**src/rtl/final_bits_flush_serializer.sv**
```systemverilog
// rtl/final_bits_flush_serializer.sv - range-coder final-bits flush, one precarry word per accepted beat
module final_bits_flush_serializer #(
  parameter int OUTPUT_BITSTREAM_WIDTH = 16,
  parameter int D_SIZE                 = 5,
  parameter int LOW_WIDTH              = 24,
  parameter int MAX_WORDS              = 3
) (
  input  logic                              clk,
  input  logic                              reset,
  input  logic                              in_start,
  input  logic [D_SIZE-1:0]                 in_cnt,
  input  logic [LOW_WIDTH-1:0]              in_low,
  input  logic                              in_ready,
  output logic                              out_valid,
  output logic [OUTPUT_BITSTREAM_WIDTH-1:0] out_bit,
  output logic                              out_last,
  output logic                              out_busy,
  output logic                              out_done,
  output logic [$clog2(MAX_WORDS+1)-1:0]    out_word_count
);

  localparam int EW   = LOW_WIDTH + 1;
  localparam int CW   = D_SIZE + 2;
  localparam int CNTW = $clog2(MAX_WORDS + 1);

  localparam logic [EW-1:0]        M_MASK = EW'((1 << 14) - 1);
  localparam logic [EW-1:0]        E_ONE  = EW'(1);
  localparam logic signed [CW-1:0] C8     = CW'(8);
  localparam logic signed [CW-1:0] C10    = CW'(10);
  localparam logic signed [CW-1:0] C16    = CW'(16);

  typedef enum logic [1:0] {S_IDLE, S_EMIT, S_DONE} state_t;

  state_t                 r_state;
  logic [EW-1:0]          r_e;
  logic [EW-1:0]          r_n;
  logic signed [CW-1:0]   r_c;
  logic signed [CW-1:0]   r_s;

  logic signed [CW-1:0]   w_c0;
  logic signed [CW-1:0]   w_s0;
  logic signed [CW-1:0]   w_sh0;
  logic [EW-1:0]          w_e0;
  logic [EW-1:0]          w_n0;
  logic [EW-1:0]          w_word0;
  logic signed [CW-1:0]   w_s0_m8;

  logic [EW-1:0]          w_e_nx;
  logic signed [CW-1:0]   w_c_nx;
  logic signed [CW-1:0]   w_s_nx;
  logic signed [CW-1:0]   w_sh_nx;
  logic signed [CW-1:0]   w_s_nx_m8;
  logic [EW-1:0]          w_word_nx;
  logic                   w_accept;

  // Rounding of low is done one bit wider so a carry out of the top is kept.
  assign w_c0    = {{(CW-D_SIZE){in_cnt[D_SIZE-1]}}, in_cnt};
  assign w_s0    = w_c0 + C10;
  assign w_sh0   = w_c0 + C16;
  assign w_e0    = ((EW'(in_low) + M_MASK) & ~M_MASK) | (M_MASK + E_ONE);
  assign w_n0    = (E_ONE << unsigned'(w_sh0)) - E_ONE;
  assign w_word0 = w_e0 >> unsigned'(w_sh0);
  assign w_s0_m8 = w_s0 - C8;

  assign w_accept  = out_valid & in_ready;
  assign w_e_nx    = r_e & r_n;
  assign w_c_nx    = r_c - C8;
  assign w_s_nx    = r_s - C8;
  assign w_sh_nx   = w_c_nx + C16;
  assign w_s_nx_m8 = w_s_nx - C8;
  assign w_word_nx = w_e_nx >> unsigned'(w_sh_nx);

  always_ff @(posedge clk) begin
    if (!reset) begin
      r_state        <= S_IDLE;
      r_e            <= '0;
      r_n            <= '0;
      r_c            <= '0;
      r_s            <= '0;
      out_valid      <= 1'b0;
      out_bit        <= '0;
      out_last       <= 1'b0;
      out_busy       <= 1'b0;
      out_done       <= 1'b0;
      out_word_count <= '0;
    end else begin
      case (r_state)
        S_IDLE: begin
          out_done <= 1'b0;
          if (in_start) begin
            out_word_count <= '0;
            out_busy       <= 1'b1;
            r_e            <= w_e0;
            r_n            <= w_n0;
            r_c            <= w_c0;
            r_s            <= w_s0;
            if (w_s0 > 0) begin
              r_state   <= S_EMIT;
              out_valid <= 1'b1;
              out_bit   <= w_word0[OUTPUT_BITSTREAM_WIDTH-1:0];
              out_last  <= (w_s0_m8 <= 0);
            end else begin
              r_state  <= S_DONE;
              out_done <= 1'b1;
            end
          end
        end
        S_EMIT: begin
          if (w_accept) begin
            out_word_count <= out_word_count + CNTW'(1);
            if (out_last) begin
              r_state   <= S_DONE;
              out_valid <= 1'b0;
              out_last  <= 1'b0;
              out_bit   <= '0;
              out_done  <= 1'b1;
            end else begin
              r_e      <= w_e_nx;
              r_n      <= r_n >> 8;
              r_c      <= w_c_nx;
              r_s      <= w_s_nx;
              out_bit  <= w_word_nx[OUTPUT_BITSTREAM_WIDTH-1:0];
              out_last <= (w_s_nx_m8 <= 0);
            end
          end
        end
        S_DONE: begin
          r_state  <= S_IDLE;
          out_done <= 1'b0;
          out_busy <= 1'b0;
        end
        default: r_state <= S_IDLE;
      endcase
    end
  end

endmodule

```
**config.mk**
```make
export PLATFORM = sky130hd
export DESIGN_NAME = final_bits_flush_serializer
export DESIGN_NICKNAME = d
export VERILOG_FILES = /design/src/rtl/final_bits_flush_serializer.sv
export SDC_FILE = /design/constraint.sdc
export NUM_CORES = 1
export LEC_CHECK = 0
export ABC_CLOCK_PERIOD_IN_PS = 3300
export BUFFER_PORTS_ARGS = -buffer_cell sky130_fd_sc_hd__buf_2
export CAP_MARGIN = 20
export CORE_MARGIN = 10
export CORE_UTILIZATION = 55
export CTS_CLUSTER_DIAMETER = 200
export DETAILED_ROUTE_END_ITERATION = 8
export HOLD_SLACK_MARGIN = 0.05
export PLACE_DENSITY_LB_ADDON = 0.05
export SLEW_MARGIN = 40
export SYNTH_ARGS = -nofsm -noshare
export SYNTH_HDL_FRONTEND = slang
export SYNTH_SLANG_ARGS = --single-unit
```
**constraint.sdc**
```tcl
create_clock -name clk -period 3.3 [get_ports clk]
set_input_delay 0.66 -clock clk [delete_from_list [all_inputs] [get_ports clk]]
set_output_delay 0.66 -clock clk [all_outputs]
set_load 0.05 [all_outputs]
```
==> results of run 1 <==
## worst min-delay path by stage
stage | startpoint | end | cells after the start
finish | r_e[6]$_SDFFE_PN0P_ | r_e[6]$_SDFFE_PN0P_ | 2
global route | r_e[6]$_SDFFE_PN0P_ | r_e[6]$_SDFFE_PN0P_ | 2
CTS | r_e[6]$_SDFFE_PN0P_ | r_e[6]$_SDFFE_PN0P_ | 2
detailed placement | r_e[6]$_SDFFE_PN0P_ | r_e[6]$_SDFFE_PN0P_ | 2
global placement | r_e[0]$_SDFFE_PN0P_ | r_e[0]$_SDFFE_PN0P_ | 2
floorplan | r_e[0]$_SDFFE_PN0P_ | r_e[0]$_SDFFE_PN0P_ | 2
## power by group through the flow
stage | logic (mW) | registers, mW | clock network, mW
6_report | 1.90 | 1.36 | 1.00
5_1_grt | 2.06 | 1.38 | 1.05
4_1_cts | 1.87 | 1.36 | 1.01
3_5_place_dp | 1.86 | 1.38 | 0
3_3_place_gp | 1.82 | 1.37 | 0
2_1_floorplan | 1.17 | 1.54 | 0
## worst min-delay path, cell delays in order (launching register included)
cell and delay, ns:
dfxtp_1 0.31, nand2_1 0.05, a21oi_1 0.03
## final cells by class
type                       instances  area [µm²]  share of cell area
multi-input combinational        781        4510               0.610
sequential                        87        1740               0.236
timing repair buffer              96         586              0.0792
clock buffer                      11         243              0.0328
tap                              147         184              0.0249
inverter                          24        90.1              0.0122
clock inverter                     5        40.0             0.00541
## cell usage in the layout (no fill, tap or decap), types with 4 or more instances in the layout
| cell type | count |
|---|---|
| a211oi_1 | 4 |
| a21oi_1 | 100 |
| a22oi_1 | 14 |
| a311oi_1 | 4 |
| a31oi_1 | 16 |
| and3_1 | 8 |
| buf_2 | 54 |
| buf_4 | 42 |
| clkbuf_16 | 9 |
| clkinv_1 | 5 |
| dfxtp_1 | 87 |
| ha_1 | 10 |
| inv_1 | 18 |
| mux2_2 | 4 |
| mux2i_1 | 6 |
| mux4_2 | 5 |
| nand2_1 | 154 |
| nand2b_1 | 11 |
| nand3_1 | 26 |
| nand3b_1 | 4 |
| nand4_1 | 6 |
| nor2_1 | 112 |
| nor3_1 | 38 |
| nor4_1 | 4 |
| o2111ai_1 | 5 |
| o211ai_1 | 19 |
| o21a_1 | 5 |
| o21ai_0 | 66 |
| o21ai_1 | 9 |
| o221ai_1 | 8 |
| o22a_1 | 4 |
| o22ai_1 | 35 |
| or2_1 | 4 |
| or3_1 | 7 |
| xnor2_1 | 10 |
| xor2_1 | 6 |
## layer usage
| layer | track usage | wire length [µm] |
|---|---|---|
| met1 | 0.352 | 10000 |
| met2 | 0.448 | 11000 |
| met3 | 0.0771 | 2180 |
| met4 | 0.147 | 1130 |
| met5 | 0.0123 | 27 |
## flip-flops by register name, indices dropped and copies added, names as in the netlist
signal,flops
r_state,2
r_n,25
out_word_count,2
out_last,1
out_valid,1
r_s,7
out_busy,1
out_bit,16
r_c,6
out_done,1
r_e,25
## cell usage after synthesis (all sizes together), types with 19 or more instances
| cell type | number | area, µm² |
|---|---|---|
| clkbuf | 60 | 225 |
| a21oi | 103 | 523 |
| o211ai | 19 | 143 |
| nor2 | 113 | 424 |
| dfxtp | 87 | 1740 |
| buf | 23 | 123 |
| inv | 19 | 71.3 |
| nor3 | 39 | 206 |
| o21ai | 77 | 389 |
| o22ai | 35 | 219 |
| nand2 | 154 | 578 |
| nand3 | 26 | 130 |
## kinds of logic (layout without fill, tap and decap cells)
| logic type | count (synthesis) | in the layout | share of synthesized area |
|---|---|---|---|
| simple gates | 400 | 400 | 0.274 |
| compound gates | 337 | 337 | 0.320 |
| buf+inv | 107 | 136 | 0.0657 |
| flops | 87 | 87 | 0.261 |
| xor+xnor | 18 | 18 | 0.0259 |
| mux | 15 | 15 | 0.0326 |
| fa+ha+maj | 11 | 11 | 0.0206 |
==> results.json, run 1 <==
{
  "r2r-end": "out_bit[0]$_SDFFE_PN0P_",
  "endpoint_kind": "register",
  "postCtsSetupBuffers": 0,
  "finalHoldViolations": 0,
  "path_cells": "inv_1, ha_1, clkinv_1, ha_1, xnor2_1, xor2_2, buf_4, o311ai_1, a211oi_1, and4b_1, nor2_1",
  "cts_made_buffers": 9,
  "synth_cells": 975,
  "max_cap_violations": 0,
  "grt_pass1_wl_mm": 38.2,
  "cp_num_cells": 11,
  "antenna_found_initial": 0,
  "wl_mm": 24.3,
  "insertion_delay_ns": 0.36,
  "drive_above_1_share": 0.144,
  "synth-main-ff-cell": "dfxtp_1",
  "ys_ff_latch": 87,
  "postSynthAreaPerCell_um2": 6.84,
  "syn2layout_area_growth_pct": 10.9,
  "grt_max_degree": 53,
  "critical_path_buf_inv_count": 3,
  "async_reset_ff_frac": 0,
  "seqPwrFrac": 0.319,
  "die_w_um": 130,
  "cts-htree-levels": 3,
  "p_sw_mw": 1.92,
  "holdWs_ns": 0.435,
  "rsz0062_at_grt": "no",
  "tightest_slew_ns": 0.870,
  "post-place-ws_ns": 0.285,
  "finalSetupViolCount": 0,
  "min_period_ns": 2.94,
  "fmax_ghz": 0.340,
  "cts_root_buffer": "clkbuf_16",
  "cp_slowest_cell": "a211oi_1",
  "num_antenna_cells": 0,
  "fin_cells": 1151,
  "finalNetCount": 1043,
  "hp-class": "reg -> reg",
  "p_clk_frac": 0.235,
  "critical_path_class": "reg -> reg",
  "dieArea_um2": 16900,
  "irDropWorstVdd_uv": 493,
  "ys_types": 83,
  "power_mw": 4.27,
  "cp_max_fo": 14,
  "pin_count": 55,
  "clkTransAtPathRegs_ns": 0.07,
  "r2r_slack_ns": 0.36,
  "cts_hold_buf": 0,
  "dpl_cell_area_um2": 7110,
  "final_area_um2": 7390,
  "synth_edf_count": 0,
  "gp_congestion": 1.00,
  "yosysSeqAreaShare": 0.261,
  "drt_iter0_markers": 1015,
  "drtPass1Iterations": 6,
  "crit_start": "r_c[4]$_SDFFE_PN0P_",
  "syn_nets": 1019,
  "cts_tree": "done",
  "numPortBuffers": 54,
  "cts_sinks": 87,
  "yosysWarningCount": 0,
  "swShare": 0.450,
  "vias": 7745,
  "cp.required_ns": 3.60,
  "grt_usage": 0.286,
  "status": "complete, no violations",
  "cpPeakStageDelay_ns": 0.54,
  "internal_power_mw": 2.35,
  "cp-start-kind": "register",
  "cp_top_family": "compound AO/OA/AOI/OAI gates",
  "reg2reg_depth": 11,
  "maxSlewViolCount": 0,
  "netlist_area_um2": 6670,
  "regToRegStartpoint": "r_c[4]$_SDFFE_PN0P_",
  "fin_crit_sh": 0.892,
  "crit_end": "out_bit[0]$_SDFFE_PN0P_",
  "cts.repair.resized": 0,
  "detail-route-antenna-nets": 0,
  "dp.cells": 1135,
  "grt_remaining_overflow": 0,
  "start_util": 0.558,
  "timing.setup.tns_ns": 0,
  "rows": 40,
  "first_global_vias": 7247,
  "fin_skew_ns": 0.0117,
  "powerDensity_nw_per_um2": 577,
  "fill_cells": 1137,
  "place_hpwl_mm": 17.9,
  "fp.coreArea_um2": 12000,
  "avgRoutedWirePerCell_um": 21.1,
  "fin_ws_ns": 0.358,
  "leakage_nw": 2.67,
  "die_h_um": 130,
  "pwr-share-comb": 0.445,
  "fin_util": 0.618,
  "slew_headroom": 0.418,
  "drc": 0,
  "cpMostUsedCell": "ha_1",
  "avgViaCountPerCell": 6.73,
  "arrival_ns": 3.24,
  "clockBufferDepth": 2
}
(Power assumes the default switching activity.)
==> run 2, diff against run 1 <==
==> constraint.sdc (replaced) <==
create_clock -name clk -period 3.3 [get_ports clk]
set_input_delay 0 -clock clk [delete_from_list [all_inputs] [get_ports clk]]
set_output_delay 0 -clock clk [all_outputs]
set_load 0.05 [all_outputs]
==> run 2 against run 1 <==
Highest routed layer is now met4. Routed wire length decreased by 4.0%. Global-route usage decreased by 1.2 points. Fmax decreased by 0.80%.
==> results.json, run 2 (same netlist as run 1, synthesis figures left out) <==
{
  "seqPwrFrac": 0.313,
  "post-place-ws_ns": 0.281,
  "min_period_ns": 2.97,
  "die_h_um": 130,
  "cts.repair.resized": 0,
  "gp_congestion": 0.973,
  "status": "complete, no violations",
  "cts_sinks": 87,
  "gr-usage-met3": 0.0450,
  "fmax_ghz": 0.337,
  "cp.required_ns": 3.59,
  "critical_path_class": "reg -> reg",
  "fp.coreArea_um2": 12000,
  "leakage_nw": 2.68,
  "internal_power_mw": 2.42,
  "timing.setup.tns_ns": 0,
  "hp-class": "in -> reg",
  "hold-path-endpoint": "r_state[0]$_SDFFE_PN0P_",
  "clkTransAtPathRegs_ns": 0.07,
  "top_usage_layer": "met2",
  "path_cells": "inv_1, ha_1, clkinv_1, ha_1, xnor2_1, xor2_2, buf_4, o21ai_1, o22ai_1, a211oi_1, a211oi_1, and4b_1, nor2_1",
  "avgViaCountPerCell": 6.71,
  "cp-start-kind": "register",
  "pwr-share-comb": 0.453,
  "maxSlewViolCount": 0,
  "clockBufferDepth": 2,
  "holdPathStages": 4,
  "arrival_ns": 3.25,
  "max_cap_violations": 0,
  "final_common_cell": "nand2_1",
  "fin_crit_sh": 0.899,
  "irDropWorstVdd_uv": 365,
  "cp_top_family": "compound AO/OA/AOI/OAI gates",
  "wl_mm": 23.3,
  "grt_remaining_overflow": 0,
  "finalNetCount": 1042,
  "drt_iter0_markers": 1348,
  "first_global_vias": 6983,
  "place_hpwl_mm": 17.4,
  "num_antenna_cells": 0,
  "syn2layout_area_growth_pct": 11.4,
  "cp_max_fo": 5,
  "powerDensity_nw_per_um2": 587,
  "die_w_um": 130,
  "grt_use_met1": 0.370,
  "avgRoutedWirePerCell_um": 20.3,
  "endpoint_kind": "register",
  "finalHoldViolations": 0,
  "finalSetupViolCount": 0,
  "r2r-end": "out_bit[0]$_SDFFE_PN0P_",
  "numPortBuffers": 54,
  "drtPass1Iterations": 6,
  "fin_ws_ns": 0.334,
  "rows": 40,
  "fin_skew_ns": 0.00956,
  "swShare": 0.445,
  "drive_above_1_share": 0.144,
  "met2_usage": 0.422,
  "cts-htree-levels": 3,
  "rsz0062_at_grt": "no",
  "grt_max_degree": 53,
  "antenna_found_initial": 0,
  "r2r_slack_ns": 0.33,
  "tightest_slew_ns": 0.740,
  "cp_slowest_cell": "a211oi_1",
  "insertion_delay_ns": 0.35,
  "cts_root_buffer": "clkbuf_16",
  "p_clk_frac": 0.235,
  "dieArea_um2": 16900,
  "drc": 0,
  "reg_top3": "r_e (25), r_n (25), out_bit (16)",
  "cpPeakStageDelay_ns": 0.44,
  "vias": 7722,
  "hp-start": "in_ready",
  "p_sw_mw": 1.94,
  "grt_pass1_wl_mm": 37.2,
  "reg2reg_depth": 13,
  "regToRegStartpoint": "r_c[4]$_SDFFE_PN0P_",
  "pin_count": 55,
  "holdWs_ns": 0.133,
  "start_util": 0.558,
  "grt_usage": 0.273,
  "detail-route-antenna-nets": 0,
  "critical_path_buf_inv_count": 3,
  "slew_headroom": 0.507,
  "cts_tree": "done",
  "cts_made_buffers": 9,
  "final_cell_mix": "154 x nand2_1, 112 x nor2_1, 100 x a21oi_1"
}
[run 2: routing by layer]
metal	routed length [µm]	vias to the layer above
met1	10000	3596
met2	10300	463
met5	0	-
met3	2100	67
met4	875	0
li1	-	3596
[run 2: worst max-delay path by stage]
stage | startpoint | endpoint | slack [ns] | depth (start not counted)
after floorplan | r_c[3]$_SDFFE_PN0P_ | out_bit[11]$_SDFFE_PN0P_ | 0.24 | 14
after global placement | r_c[4]$_SDFFE_PN0P_ | out_bit[0]$_SDFFE_PN0P_ | 0.37 | 12
after detailed placement | r_c[4]$_SDFFE_PN0P_ | out_bit[0]$_SDFFE_PN0P_ | 0.28 | 12
after CTS | r_c[4]$_SDFFE_PN0P_ | out_bit[0]$_SDFFE_PN0P_ | 0.23 | 12
after global routing | r_c[4]$_SDFFE_PN0P_ | out_bit[0]$_SDFFE_PN0P_ | 0.15 | 13
final | r_c[4]$_SDFFE_PN0P_ | out_bit[0]$_SDFFE_PN0P_ | 0.33 | 13
[run 2: worst min-delay path, cell delays in order]
cell	delay (ns)
buf_2	0.09
a31oi_1	0.12
o21ai_0	0.17
a21oi_1	0.06
[run 2: power groups by stage]
stage | combinational, mW | clock, mW | sequential, mW
3_5_place_dp | 1.86 | 0 | 1.38
4_1_cts | 1.87 | 1.03 | 1.36
2_1_floorplan | 1.17 | 0 | 1.54
5_1_grt | 2.13 | 1.09 | 1.38
6_report | 1.97 | 1.02 | 1.36
3_3_place_gp | 1.85 | 0 | 1.37
[run 2: timing repair]
| action | CTS | global route |
|---|---|---|
| setup buffers | 0 | 3 |
| hold buffers | 1 | 0 |
| endpoints found under the setup margin | 0 | 2 |
| hold endpoints to repair | 1 | 0 |
[run 2: area by class of cell]
type,instances,area (µm²)
fill,1100,4530
clock buffer,9,225
inverter,24,90.1
sequential,87,1740
timing repair buffer,95,606
clock inverter,7,72.6
tap,147,184
multi-input combinational,781,4510
[run 2: per-stage QoR]
| step | cells | cell area (µm²) | total power, mW | utilization |
|---|---|---|---|---|
| after detailed placement | 1130 | 7100 | 3.24 | 0.594 |
| after global routing | 1150 | 7430 | 4.60 | 0.621 |
| final | 1150 | 7430 | 4.36 | 0.621 |
| after floorplan | 975 | 6670 | 2.70 | - |
| after CTS | 1147 | 7410 | 4.26 | 0.619 |
| after global placement | 1130 | 7100 | 3.22 | 0.594 |
